File: src/rtl/food_spawner_pkg.sv
// Shared game constants and cell types for the food spawner and its scan counter.
// next_cell() walks the grid in raster order, wrapping x into y and y back to row 0.
package food_spawner_pkg;

  localparam int unsigned GRID_W = 16;
  localparam int unsigned GRID_H = 12;
  localparam int unsigned X_W    = 4;
  localparam int unsigned Y_W    = 4;

  typedef logic [X_W-1:0] cell_x_t;
  typedef logic [Y_W-1:0] cell_y_t;

  typedef struct packed {
    cell_x_t x;
    cell_y_t y;
  } cell_t;

  function automatic cell_t next_cell(input cell_t c);
    cell_t n;
    n = c;
    if (32'(c.x) == GRID_W - 1) begin
      n.x = '0;
      n.y = (32'(c.y) == GRID_H - 1) ? '0 : c.y + 1'b1;
    end else begin
      n.x = c.x + 1'b1;
    end
    return n;
  endfunction

endpackage

File: src/rtl/food_spawner_cell_scan_counter.sv
// Linear grid walker for the fallback scan: loads a start cell, steps in raster order
// with wrap, and flags o_done once every cell of the grid has been stepped over.
module food_spawner_cell_scan_counter
  import food_spawner_pkg::*;
(
  input  logic           clk,
  input  logic           arst,
  input  logic           i_load,
  input  logic           i_load_next,
  input  logic [X_W-1:0] i_start_x,
  input  logic [Y_W-1:0] i_start_y,
  input  logic           i_step,
  output logic [X_W-1:0] o_x,
  output logic [Y_W-1:0] o_y,
  output logic           o_done
);

  localparam int unsigned Cells = GRID_W * GRID_H;
  localparam int unsigned CntW  = $clog2(Cells + 1);

  cell_t            start;
  cell_t            cur_q, cur_d;
  logic [CntW-1:0]  cnt_q, cnt_d;

  always_comb begin
    start.x = i_start_x;
    start.y = i_start_y;
    cur_d   = cur_q;
    cnt_d   = cnt_q;
    if (i_load) begin
      cur_d = i_load_next ? next_cell(start) : start;
      cnt_d = '0;
    end else if (i_step) begin
      cur_d = next_cell(cur_q);
      cnt_d = cnt_q + 1'b1;
    end
  end

  always_ff @(posedge clk or posedge arst) begin
    if (arst) begin
      cur_q <= '0;
      cnt_q <= '0;
    end else begin
      cur_q <= cur_d;
      cnt_q <= cnt_d;
    end
  end

  assign o_x    = cur_q.x;
  assign o_y    = cur_q.y;
  assign o_done = (32'(cnt_q) == Cells);

endmodule

File: src/rtl/food_spawner.sv
// Picks a free, in-bounds grid cell for new food: rejection sampling on the PRNG byte,
// then a deterministic raster scan once MAX_TRIES candidates have been rejected.
module food_spawner
  import food_spawner_pkg::*;
#(
  parameter int unsigned MAX_TRIES = 32
) (
  input  logic           clk,
  input  logic           arst,
  input  logic [7:0]     i_prng,
  input  logic           i_spawn_req,
  output logic           o_busy,
  output logic [X_W-1:0] o_occ_x,
  output logic [Y_W-1:0] o_occ_y,
  output logic           o_occ_vld,
  input  logic           i_occ,
  output logic           o_valid,
  output logic           o_fail,
  output logic [X_W-1:0] o_x,
  output logic [Y_W-1:0] o_y
);

  localparam int unsigned TryW = $clog2(MAX_TRIES + 1);

  localparam logic [2:0] StIdle    = 3'd0;
  localparam logic [2:0] StSample  = 3'd1;
  localparam logic [2:0] StCheck   = 3'd2;
  localparam logic [2:0] StScan    = 3'd3;
  localparam logic [2:0] StScanChk = 3'd4;

  logic [2:0]      state_q, state_d;
  logic [TryW-1:0] tries_q, tries_d, tries_inc;
  cell_t           cand_q, cand_d;
  logic            have_cand_q, have_cand_d;
  cell_t           res_q, res_d;
  logic            valid_q, valid_d;
  logic            fail_q, fail_d;

  cell_t prng_cell, occ_cell, scan_start, scan_cell;
  logic  x_ok, y_ok, in_range, last_try;
  logic  occ_vld, scan_load, scan_load_next, scan_step, scan_done;

  assign prng_cell.x = i_prng[X_W-1:0];
  assign prng_cell.y = i_prng[7 -: Y_W];

  // A grid that fills the coordinate space accepts every candidate on that axis.
  if (GRID_W == 2 ** X_W) begin : g_x_full
    assign x_ok = 1'b1;
  end else begin : g_x_part
    assign x_ok = (32'(prng_cell.x) < GRID_W);
  end
  if (GRID_H == 2 ** Y_W) begin : g_y_full
    assign y_ok = 1'b1;
  end else begin : g_y_part
    assign y_ok = (32'(prng_cell.y) < GRID_H);
  end

  assign in_range  = x_ok & y_ok;
  assign tries_inc = tries_q + 1'b1;
  assign last_try  = (32'(tries_inc) == MAX_TRIES);

  always_comb begin
    state_d        = state_q;
    tries_d        = tries_q;
    cand_d         = cand_q;
    have_cand_d    = have_cand_q;
    res_d          = res_q;
    valid_d        = 1'b0;
    fail_d         = 1'b0;
    occ_vld        = 1'b0;
    occ_cell       = '0;
    scan_load      = 1'b0;
    scan_load_next = 1'b0;
    scan_start     = cand_q;
    scan_step      = 1'b0;
    case (state_q)
      StIdle: begin
        if (i_spawn_req) begin
          state_d     = StSample;
          tries_d     = '0;
          have_cand_d = 1'b0;
        end
      end
      StSample: begin
        if (in_range) begin
          occ_vld     = 1'b1;
          occ_cell    = prng_cell;
          cand_d      = prng_cell;
          have_cand_d = 1'b1;
          state_d     = StCheck;
        end else begin
          tries_d = tries_inc;
          if (last_try) begin
            scan_load  = 1'b1;
            scan_start = have_cand_q ? cand_q : '0;
            state_d    = StScan;
          end
        end
      end
      StCheck: begin
        if (!i_occ) begin
          res_d   = cand_q;
          valid_d = 1'b1;
          state_d = StIdle;
        end else begin
          tries_d = tries_inc;
          if (last_try) begin
            scan_load      = 1'b1;
            scan_load_next = 1'b1;
            state_d        = StScan;
          end else begin
            state_d = StSample;
          end
        end
      end
      StScan: begin
        if (scan_done) begin
          fail_d  = 1'b1;
          state_d = StIdle;
        end else begin
          occ_vld  = 1'b1;
          occ_cell = scan_cell;
          state_d  = StScanChk;
        end
      end
      StScanChk: begin
        if (!i_occ) begin
          res_d   = scan_cell;
          valid_d = 1'b1;
          state_d = StIdle;
        end else begin
          scan_step = 1'b1;
          state_d   = StScan;
        end
      end
      default: state_d = StIdle;
    endcase
  end

  always_ff @(posedge clk or posedge arst) begin
    if (arst) begin
      state_q     <= StIdle;
      tries_q     <= '0;
      cand_q      <= '0;
      have_cand_q <= 1'b0;
      res_q       <= '0;
      valid_q     <= 1'b0;
      fail_q      <= 1'b0;
    end else begin
      state_q     <= state_d;
      tries_q     <= tries_d;
      cand_q      <= cand_d;
      have_cand_q <= have_cand_d;
      res_q       <= res_d;
      valid_q     <= valid_d;
      fail_q      <= fail_d;
    end
  end

  food_spawner_cell_scan_counter u_scan (
    .clk         (clk),
    .arst        (arst),
    .i_load      (scan_load),
    .i_load_next (scan_load_next),
    .i_start_x   (scan_start.x),
    .i_start_y   (scan_start.y),
    .i_step      (scan_step),
    .o_x         (scan_cell.x),
    .o_y         (scan_cell.y),
    .o_done      (scan_done)
  );

  // The result pulse lands after the FSM is already back in idle; busy covers that cycle.
  assign o_busy    = (state_q != StIdle) | valid_q | fail_q;
  assign o_occ_x   = occ_cell.x;
  assign o_occ_y   = occ_cell.y;
  assign o_occ_vld = occ_vld;
  assign o_valid   = valid_q;
  assign o_fail    = fail_q;
  assign o_x       = res_q.x;
  assign o_y       = res_q.y;

endmodule
File: config.mk
export PLATFORM = sky130hd
export DESIGN_NAME = food_spawner
export DESIGN_NICKNAME = d
export VERILOG_FILES = /design/src/rtl/food_spawner_pkg.sv /design/src/rtl/food_spawner_cell_scan_counter.sv /design/src/rtl/food_spawner.sv
export SDC_FILE = /design/constraint.sdc
export NUM_CORES = 1
export LEC_CHECK = 0
export ABC_AREA = 1
export CAP_MARGIN = 20
export CORE_AREA = 2 2 82 104
export CTS_BUF_LIST = sky130_fd_sc_hd__clkbuf_8
export DETAILED_ROUTE_END_ITERATION = 7
export DIE_AREA = 0 0 84 106
export SLEW_MARGIN = 20
export SYNTH_ARGS = -nofsm -noshare
export SYNTH_HDL_FRONTEND = slang
export SYNTH_HIERARCHICAL = 1
export SYNTH_SLANG_ARGS = --single-unit
File: constraint.sdc
create_clock -name clk -period 6.2 [get_ports clk]
set_input_delay 0.93 -clock clk [delete_from_list [all_inputs] [get_ports clk]]
set_output_delay 0.93 -clock clk [all_outputs]
set_load 0.1 [all_outputs]
## Word-level counts from Yosys, hierarchy flattened

Index checks and enable logic that the tools add are counted.

- Bits in registers: 44
- Output and inout port bits: 20
- Logic and storage cells: 102

- Add/subtract/negate cells: 6
- $lt $le $gt $ge: 1
- Eq/ne operators: 17
- Mux-type cells: 50
- Bitwise operators: 2
- Reductions and logical operators: 14

Operators by type and width:

| kind | count |
|---|---|
| 8-bit two-way mux | 13 |
| 8-bit one-hot mux with 2 select lines | 2 |
| 4-bit two-way mux | 6 |
| 6-bit two-way mux | 3 |
| 6-bit one-hot mux with 3 select lines | 1 |
| 4-bit by 1-bit adder with 4-bit output (second input constant) | 4 |
| 4-bit equality test (second input constant) | 4 |
| 3-bit one-hot mux with 5 select lines | 1 |
| 1-bit two-way mux | 14 |
| 3-bit two-way mux | 4 |
| 2-bit != test (second input constant) | 6 |
| 8-bit by 1-bit adder with 8-bit output (second input constant) | 1 |
| 8-bit equality test (second input constant) | 1 |
| 2-bit nonzero test | 4 |
| 6-bit by 1-bit adder with 6-bit output (second input constant) | 1 |
| 3-bit by 2-bit equality test with 1-bit output (second input constant) | 2 |
| 6-bit equality test (second input constant) | 1 |
| 2-bit two-way mux | 3 |
| 1-bit one-hot mux with 2 select lines | 3 |
| 2-bit AND reduction | 3 |
| 3-bit AND reduction | 2 |
| 3-bit nonzero test | 2 |
| 4-bit less-than comparator (second input constant) | 1 |
| 4-bit AND reduction | 1 |
| other kinds (6) | 7 |

## Depth between registers and ports, before layout

Gate-level depths: netlist of the first run.

- Depth after elaboration: 10
- Gate-level depth with buffers: 16
- Gate-level depth less buffers: 16

## Modules after synthesis

The synthesis of the first run kept the hierarchy.

By module, submodules not included:

| module | instances | cells each | area each (um2) | seq. area each (um2) |
|---|---|---|---|---|
| food_spawner | 1 | 202 | 1,532.7 | 700.7 |
| food_spawner_cell_scan_counter | 1 | 172 | 1,181.1 | 400.4 |

## Worst setup path after synthesis of the first run

OpenSTA, ideal clock, no wires.

- Kind: input port to output port
- Start: input port i_prng[7]
- End: output port o_occ_x[3]
- Arrival time: 2.114 ns
- Path slack: 3.156 ns
- Stages on the path: 6
- Path buffers: 1
- Cells stage by stage: nand2_1 inv_1 nor2_4 buf_2 nand2_1 nand2_1

- Cells in the longest elaborated chain, start to end: 3

Ends and longest elaborated chain:

| item | RTL line | text |
|---|---|---|
| from (decl) | food_spawner.sv:10 | `input logic [7:0] i_prng,` |
| 4-bit less-than comparator | food_spawner.sv:55 | `assign y_ok = (32'(prng_cell.y) < GRID_H);` |
| 8-bit two-way mux | food_spawner.sv:85 | `if (in_range) begin` |
| 8-bit one-hot mux with 2 select lines | food_spawner.sv:76 | `case (state_q)` |
| to (decl) | food_spawner.sv:13 | `output logic [X_W-1:0] o_occ_x,` |

No other way between the ends.

## Worst setup path in the final report of the first run

- Start: input port i_prng[7]
- End: output port o_occ_x[0]

Same word-level chain as after synthesis.

==> results of run 1 <==
-- cell type report --
class | count | area share [%]
multi-input cells | 268 | 42.2
flip-flops and latches | 44 | 34.4
repair buffers | 31 | 9.70
inverters | 55 | 6.45
well taps | 97 | 3.79
clock buffers | 5 | 2.15
clock inverters | 3 | 1.33
-- through the flow --
| stage | power [mW] | hold slack, ps | util [%] | worst slack [ps] | std cells |
|---|---|---|---|---|---|
| global placement | 1.36 | 533 | 38.6 | 2100 | 495 |
| detailed placement | 1.37 | 537 | 38.6 | 2100 | 495 |
| global route | 1.70 | 577 | 39.9 | 2000 | 503 |
| finish | 1.58 | 551 | 39.9 | 2090 | 503 |
| CTS | 1.60 | 551 | 39.9 | 2090 | 503 |
| floorplan | 1.18 | 503 | - | 3160 | 374 |
-- flip-flops by register name, summed over array words and instances, names as in the netlist --
signal        flops
o_x               4
o_fail            1
o_y               4
tries_q           6
u_scan/o_y        4
u_scan/cnt_q      8
state_q           3
o_valid           1
cand_q            8
u_scan/o_x        4
have_cand_q       1
-- kinds of logic (layout without fill, tap and decap cells) --
family	count (synthesis)	after routing	synth area share [%]
AOI/OAI and AO/OA	50	50	10.7
and+or+nand+nor	207	207	34.3
buffers and inverters	62	94	9.73
DFF	44	44	40.6
xor gates and xnor gates	3	3	0.968
adders and majority gates	8	8	3.69
-- cells in the final DEF, fill, tap and decap left out, types with 2 or more instances in the layout --
master           count
nand4_1              6
a21oi_2              2
o21ai_0             16
ha_1                 8
clkbuf_8             5
nand3_2              2
inv_2                4
a21oi_1             12
clkdlybuf4s50_1     31
nor2_4               2
nand3_1             26
inv_1               51
dfrtp_1             44
a31oi_1              7
nor3_1               2
nand2_1            108
nand2_2              5
o21ai_1              9
nor2_2               5
nor2_1              44
nor3_2               3
xnor2_1              2
-- path summary, 6_finish.rpt --
kind | cells past startpoint | startpoint | end | slack, ps
worst max register to register | 15 | tries_q[0] | u_scan/o_y[2] | 3590
worst min register to register | 2 | cand_q[4] | o_x[0] | 550
min in group asynchronous | 2 | arst | tries_q[0] | 1040
worst min-delay path | 2 | cand_q[4] | o_x[0] | 550
max in group asynchronous | 2 | arst | u_scan/o_x[2] | 4720
worst max-delay path | 7 | i_prng[7] | o_occ_x[0] | 2090
-- synth_stat cells --
cell type  number
nand2_1       108
inv_1          52
dfrtp_1        44
nor2_1         44
nand3_1        26
o21ai_0        16
a21oi_1        12
o21ai_1         9
ha_1            8
a31oi_1         7
nand4_1         6
nand2_2         5
nor2_2          5
buf_4           4
inv_2           3
nor3_2          3
a21oi_2         2
buf_6           2
nand3_2         2
nor2_4          2
nor3_1          2
xnor2_1         2
a21oi_4         1
a31oi_2         1
buf_2           1
nor2_8          1
nor3_4          1
nor4_1          1
o21ai_2         1
o22ai_1         1
or2_2           1
xor2_1          1
-- power by group --
part	internal, mW	switching, mW	total (mW)	leakage, nW
Combinational	0.222	0.670	0.892	0.943
Clock	0.119	0.102	0.221	0.0541
Sequential	0.382	0.0892	0.471	0.548
Total	0.723	0.861	1.58	1.54
-- worst max-delay path: cells and delay by family --
family                 cells  cell delay [ps]
buffers and inverters      3             1620
and+or+nand+nor            4              620
-- routing by layer --
| metal | global-route usage, % | up-vias | part of all wire (%) |
|---|---|---|---|
| met2 | 26.6 | 38 | 52 |
| met3 | 2.48 | 6 | 3.0 |
| met1 | 18.0 | 1149 | 44 |
| met4 | 4.49 | 0 | 1.4 |
| li1 | - | 1245 | - |
| met5 | 0 | - | 0 |
==> summary.txt, run 1 <==
WS Path Type -> input port to output pin
pin count of the biggest net entering global routing -> 29
area added between synthesis and finish -> 17.9%
status -> completed
unrepaired setup endpoints after global routing -> no
Die Y -> 106 um
Initial Util -> 33.9%
top cell type's share of synthesized area -> 40.6%
CP Max Fanout -> 18
max-slew violations -> 0
# setup viols final -> 0
Req. time, crit path -> 5270 ps
Post-Syn Instances -> 374
maximum vdd drop -> 0.000306 V
Cell Pwr Density -> 495 nW/um2
critical path's slowest cell -> clkdlybuf4s50_1
Iteration-0 DRC Markers -> 114
Crit. End Element -> output pin
antenna-violating nets left -> 0
worst-margin pin slew -> 966 ps
CTS tree -> yes
storage element area -> 1100 um2
Final Cell Area -> 3200 um2
initial antenna violation count -> 0
vias per cell -> 4.85
post-CTS sizing -> 0
first-pass GRT wire length -> 10,700 um
final RePlAce weighted congestion -> 0.824
number of synthesized register bits -> 44
data arrival time of the worst path -> 3180 ps
GRT Total Usage -> 14.8%
P_leak -> 1.54 nW
DRT Wirelength -> 6200 um
Initial DRT Pass Iterations -> 4
Rows -> 37
Hold-fix buffers, CTS -> 0
antenna diode count -> 0
DP HPWL -> 4840 um
setup tns final -> 0 ps
crit-path cells -> clkdlybuf4s50_1 > nand2_1 > inv_1 > nor2_4 > nand2_1 > nand2_1 > clkdlybuf4s50_1
core area -> 8010 um2
Nets -> 425
I/O Buffers -> 31
Max Fclk -> 243 MHz
TritonCTS Buffers -> 5
post-synth net total -> 394
Clock Pin Slew Worst Setup and Hold Paths -> 90 ps
Period Utilization, post-route -> 66.3%
Fin. Hold Viols -> 0
Post-CTS Setup Bufs -> 0
synth unique cells -> 32
clk sinks -> 44
mapped cell area -> 2710 um2
Hold Crit Class -> flop to flop
area of the multi-input gates -> 1350 um2
cell mode on critical path -> nand2_1
number of synthesis warnings -> 6
buffer type at the clock tree root -> clkbuf_8
Avg Cell Area, Syn -> 7.26 um2
Cell Area, Placed -> 3090 um2
DRC errors left -> 0
max_cap viols -> 0
Clock Skew -> 8.17 ps
vias in the first global route -> 2,306
via count -> 2,438
top cells by area, synth -> dfrtp_1 (41%), nand2_1 (15%), inv_1 (7.2%)
Worst slew margin -> 35.4%
CTS max path bufs -> 2
grt total ovfl -> 0
top cell type by total area after synthesis -> dfrtp_1
number of fill cells -> 846
Worst setup SP type -> input port
DR WL/cell -> 12.3 um
crit path time final -> 4110 ps
chip width -> 84 um
die area -> 8900 um2
htree depth -> 2
layout cells sized above 1 -> 9.11%
share of the yosys chip area belonging to registers -> 40.6%
Clk Latency, worst-skew pair -> 300 ps
I/O Pins -> 32
critical path's largest stage delay -> 1130 ps
No activity file was read; power rests on OpenSTA's default activity.
==> run 2: changes to the inputs <==
Clock period 6.2 ns to 3.4 ns, I/O delays scaled along.
==> summary.txt, run 2 (synthesized netlist as in run 1, its figures left out) <==
Clock Skew -> 9.23 ps (+1.06 ps)
post-CTS sizing -> 0 (unchanged)
fin util -> 39.8% (-0.13 points)
worst reg-to-reg path cell count -> 15 (unchanged)
vias in the first global route -> 2,362 (+2.4%)
Initial DRT Pass Iterations -> 4 (unchanged)
Period Utilization, post-route -> 79.2%
DP HPWL -> 4810 um (-0.64%)
initial antenna violation count -> 0 (unchanged)
Worst Path Buf+Inv -> 3 (unchanged)
number of fill cells -> 859 (+1.5%)
Initial Util -> 33.9% (unchanged)
Sw Pwr -> 1.57 mW (+83%)
chip width -> 84 um (unchanged)
Fin. Hold Viols -> 0 (unchanged)
Rows -> 37 (unchanged)
Hold Crit Endpoint -> o_x[2]
htree depth -> 2 (unchanged)
I/O Buffers -> 31 (unchanged)
Int Pwr -> 1.30 mW (+80%)
most common cell after layout, fill and taps aside -> nand2_1
cell mode on critical path -> inv_1
Iteration-0 DRC Markers -> 140 (+23%)
critical path's largest stage delay -> 490 ps (-640 ps)
Cell Pwr Density -> 902 nW/um2 (+82%)
WS Path Type -> flop to output pin
CTS tree -> yes
Worst setup SP type -> flop
buffer type at the clock tree root -> clkbuf_8
core area -> 8010 um2 (unchanged)
layout cells sized above 1 -> 11.8% (+2.7 points)
Clock Pin Slew Worst Setup and Hold Paths -> 90 ps (about the same)
part of the power in combinational logic -> 55.8% (-0.5 points)
status -> completed
first-pass GRT wire length -> 10,900 um (+2.1%)
antenna-violating nets left -> 0 (unchanged)
commonest non-fill, non-tap cells in the layout -> nand2_1 (108), inv_1 (52), nor2_1 (44), dfrtp_1 (44), nand3_1 (26)
clk sinks -> 44 (unchanged)
Hold-fix buffers, CTS -> 0 (unchanged)
min-delay src -> cand_q[6]
worst hold path cell count -> 2 (unchanged)
I/O Pins -> 32 (unchanged)
power share of the sequential group -> 29.9% (+0.2 points)
GRT Total Usage -> 15.0% (+0.27 points)
worst-margin pin slew -> 971 ps (+4.66 ps)
vias per cell -> 4.81 (-0.68%)
reg2reg setup slack -> 870 ps (-2720 ps)
maximum vdd drop -> 0.000524 V (+71%)
DR WL/cell -> 12.2 um (-1.1%)
TritonCTS Buffers -> 5 (unchanged)
unrepaired setup endpoints after global routing -> no
pin count of the biggest net entering global routing -> 29 (unchanged)
Max Fclk -> 371 MHz
Req. time, crit path -> 2890 ps (-2380 ps)
CP Max Fanout -> 10 (-8)
Nets -> 427 (+0.47%)
data arrival time of the worst path -> 2180 ps (-1000 ps)
Post-CTS Setup Bufs -> 0 (unchanged)
crit-path cells -> inv_1 > ha_1 > nand4_1 > nor4_1 > nor2_2 > inv_1 > nand2_1 > buf_4
CTS max path bufs -> 2 (unchanged)
die area -> 8900 um2 (unchanged)
Worst Setup SP -> u_scan/cnt_q[0]
max-slew violations -> 0 (unchanged)
via count -> 2,431 (-0.29%)
max_cap viols -> 0 (unchanged)
DRC errors left -> 0 (unchanged)
Die Y -> 106 um (unchanged)
top flop regs -> cand_q (8), u_scan/cnt_q (8), tries_q (6)
setup tns final -> 0 ps (unchanged)
final RePlAce weighted congestion -> 0.791 (-4.1%)
Clk Latency, worst-skew pair -> 300 ps (about the same)
r2r startpoint -> tries_q[0]
CP top delay family -> simple AND/OR/NAND/NOR gates
crit path time final -> 2690 ps
Hold Crit Class -> flop to flop
area added between synthesis and finish -> 17.5%
critical path's slowest cell -> nor4_1
Reg2Reg Capture Point -> u_scan/o_y[2]
antenna diode count -> 0 (unchanged)
grt total ovfl -> 0 (unchanged)
Clk network pwr share -> 14.3% (+0.3 points)
DRT Wirelength -> 6160 um (-0.66%)
P_leak -> 1.57 nW (+1.8%)
switch share -> 54.7% (+0.33 points)
Crit. End Element -> output pin
Worst slew margin -> 35.1% (-0.31 points)
# setup viols final -> 0 (unchanged)
-- run 2: layout make-up --
type                    instances  area [um2]  area share [%]
multi-input cells             268        1350            42.3
well taps                      97         121            3.81
repair buffers                 33         300            9.42
clock inverters                 3        42.5            1.33
inverters                      55         206            6.47
flip-flops and latches         44        1100            34.5
clock buffers                   5        68.8            2.16
-- run 2: power groups by stage --
| stage | clock network (mW) | registers [mW] | logic, mW |
|---|---|---|---|
| 2_1_floorplan | 0 | 1.20 | 0.948 |
| 3_3_place_gp | 0 | 0.865 | 1.60 |
| 3_5_place_dp | 0 | 0.871 | 1.61 |
| 4_1_cts | 0.421 | 0.861 | 1.62 |
| 5_1_grt | 0.446 | 0.892 | 1.74 |
| 6_report | 0.411 | 0.861 | 1.61 |
-- run 2: routing by layer --
metal / up-vias / global-route usage [%] / share of wire [%]
li1: 1260 / - / -
met1: 1133 / 18.7 / 46
met2: 33 / 27.0 / 51
met3: 5 / 2.33 / 2.6
met4: 0 / 4.15 / 0.86
met5: - / 0 / 0
-- run 2: worst min-delay path: cells and delay by family (launching register included) --
| kind | cells | cell delay (ps) |
|---|---|---|
| compound gates | 1 | 70 |
| simple gates | 1 | 60 |
| flops | 1 | 380 |
-- run 2: metrics by stage --
stage	hold WS [ps]	setup slack (ps)	power (mW)	instance area, um2	instances
5_1_grt	579	469	3.08	3190	505
3_5_place_dp	539	770	2.48	3080	497
6_report	546	708	2.88	3190	505
2_1_floorplan	424	1150	2.14	2710	374
3_3_place_gp	533	823	2.46	3080	497
4_1_cts	545	657	2.90	3190	505
-- run 2: how the worst max path moves through the flow --
stage | end | slack [ps] | depth (start not counted)
2_1_floorplan | o_occ_x[3] | 1150 | 6
3_5_place_dp | u_scan/o_y[2] | 770 | 13
4_1_cts | o_occ_vld | 660 | 8
6_report | o_occ_vld | 710 | 8
3_3_place_gp | u_scan/o_y[2] | 820 | 13
5_1_grt | o_occ_x[1] | 470 | 8
==> run 3: changes to the inputs <==
Clock period 3.4 ns to 2.8 ns, I/O delays scaled along.
==> summary.txt, run 3 (synthesized netlist as in run 1, its figures left out) <==
maximum vdd drop -> 0.000818 V (+56%)
CP Max Fanout -> 9 (-1)
Reg2Reg Capture Point -> u_scan/o_y[2]
layout cells sized above 1 -> 14.4% (+2.7 points)
Req. time, crit path -> 2990 ps (+100 ps)
antenna-violating nets left -> 0 (unchanged)
Clock Pin Slew Worst Setup and Hold Paths -> 90 ps (about the same)
CTS max path bufs -> 2 (unchanged)
htree depth -> 2 (unchanged)
CP top delay family -> simple AND/OR/NAND/NOR gates
first-pass GRT wire length -> 10,400 um (-4.8%)
reg2reg setup slack -> 330 ps (-540 ps)
vias per cell -> 4.79 (-0.49%)
Iteration-0 DRC Markers -> 114 (-19%)
top flop regs -> cand_q (8), u_scan/cnt_q (8), tries_q (6)
r2r startpoint -> tries_q[0]
cell mode on critical path -> nand2_1
DRC errors left -> 0 (unchanged)
Hold Crit Class -> input port to async pin
Worst setup SP type -> flop
pin count of the biggest net entering global routing -> 29 (unchanged)
Initial Util -> 33.9% (unchanged)
grt total ovfl -> 0 (unchanged)
Rows -> 37 (unchanged)
worst-margin pin slew -> 649 ps (-322 ps)
Crit. End Element -> flop
buffer type at the clock tree root -> clkbuf_8
Post-CTS Setup Bufs -> 0 (unchanged)
critical path's largest stage delay -> 450 ps (-40 ps)
data arrival time of the worst path -> 2660 ps (+480 ps)
WHS -> 512 ps (-33.8 ps)
critical path's slowest cell -> dfrtp_1
most common cell after layout, fill and taps aside -> nand2_1
chip width -> 84 um (unchanged)
I/O Buffers -> 31 (unchanged)
worst reg-to-reg path cell count -> 14 (-1)
crit path time final -> 2470 ps
DR WL/cell -> 12.1 um (-0.73%)
unrepaired setup endpoints after global routing -> no
Initial DRT Pass Iterations -> 5 (+1)
I/O Pins -> 32 (unchanged)
# setup viols final -> 0 (unchanged)
Clock Skew -> 6.41 ps (-2.82 ps)
clk sinks -> 44 (unchanged)
max_cap viols -> 0 (unchanged)
Cell Pwr Density -> 1070 nW/um2 (+19%)
DP HPWL -> 4860 um (+0.97%)
Max Fclk -> 406 MHz
GRT Total Usage -> 14.4% (-0.64 points)
pre-CTS WS -> 243 ps (-527 ps)
Nets -> 429 (+0.47%)
Die Y -> 106 um (unchanged)
Period Utilization, post-route -> 88.1%
fin util -> 40.8% (+0.94 points)
total power -> 3.50 mW (+22%)
crit-path cells -> ha_1 > nand2_1 > nand3_1 > nor2_1 > nand3_2 > nor3_4 > nor2_1 > ha_1 > nand2_1 > nor2_8 > a21oi_1 > nand2_1 > nand2_1 > nand2_1
Worst slew margin -> 56.7% (+22 points)
setup tns final -> 0 ps (unchanged)
P_leak -> 1.61 nW (+2.5%)
Worst Path Buf+Inv -> 0 (-3)
antenna diode count -> 0 (unchanged)
final RePlAce weighted congestion -> 0.807 (+2.0%)
area added between synthesis and finish -> 20.3%
commonest non-fill, non-tap cells in the layout -> nand2_1 (108), inv_1 (53), nor2_1 (44), dfrtp_1 (44), nand3_1 (26)
Clk Latency, worst-skew pair -> 290 ps (about the same)
DRT Wirelength -> 6130 um (-0.54%)
post-route setup slack -> 334 ps (-374 ps)
vias in the first global route -> 2,275 (-3.7%)
die area -> 8900 um2 (unchanged)
via count -> 2,424 (-0.29%)
max-slew violations -> 0 (unchanged)
WS Path Type -> flop to flop
core area -> 8010 um2 (unchanged)
Fin. Hold Viols -> 0 (unchanged)
initial antenna violation count -> 0 (unchanged)
status -> completed
CTS tree -> yes
TritonCTS Buffers -> 5 (unchanged)
==> run 3: changes by cell type in the layout (fill, tap and decap cells not counted) <==
cell / previous run / this run
clkdlybuf4s50_1: 21 / 11
buf_4: 12 / 15
buf_12: 0 / 9
nor4_1: 1 / 0
inv_1: 52 / 53
clkinvlp_4: 1 / 0
nor4_2: 0 / 1
bufinv_16: 1 / 0
==> run 3: worst register-to-register path, delay by kind of cell (launching register included) <==
| family | cells | cell delay, ps |
|---|---|---|
| simple gates | 11 | 1280 |
| fa+ha+maj | 2 | 500 |
| flops | 1 | 450 |
| compound gates | 1 | 140 |
==> run 3: repair_timing <==
| item | CTS | global route |
|---|---|---|
| setup endpoints to repair | 0 | 9 |
| resized for setup | 0 | 1 |
| hold buffers | 0 | 0 |
==> run 3: metrics by stage <==
step                area, um2  instances
floorplan                2710        374
global placement         3180        499
detailed placement       3180        499
CTS                      3260        506
global route             3260        506
finish                   3260        506
==> run 3: final cells by class <==
class	instances	area (um2)
tap	97	121
multi-input combinational	268	1360
sequential	44	1100
clock inverter	2	8.76
clock buffer	5	68.8
inverter	55	206
fill	817	4740
timing repair buffer	35	403
==> run 3: worst max path at each step <==
| stage | from | endpoint | slack (ps) | cells after the start |
|---|---|---|---|---|
| after global placement | i_prng[7] | u_scan/o_y[2] | 280 | 13 |
| final | tries_q[0] | u_scan/o_y[2] | 330 | 14 |
| after global routing | tries_q[0] | u_scan/o_y[2] | 70 | 15 |
| after CTS | u_scan/cnt_q[0] | o_occ_x[3] | 150 | 8 |
| after detailed placement | i_prng[7] | u_scan/o_y[2] | 240 | 13 |
| after floorplan | tries_q[0] | u_scan/o_y[2] | 580 | 14 |
==> run 3: per-layer routing <==
| layer | vias to the layer above | share of wire (%) | wire length (um) | track usage (%) |
|---|---|---|---|---|
| met1 | 1136 | 45 | 2740 | 17.3 |
| met3 | 5 | 2.1 | 126 | 2.56 |
| li1 | 1258 | - | - | - |
| met5 | - | 0 | 0 | 0 |
| met2 | 25 | 53 | 3220 | 26.5 |
| met4 | 0 | 0.72 | 44 | 3.46 |
==> run 3: report_power, final <==
group          leakage, nW  total, mW  internal [mW]  switching, mW
Combinational         1.02       2.08          0.572           1.51
Sequential           0.548       1.04          0.846          0.193
Clock               0.0452      0.381          0.167          0.214
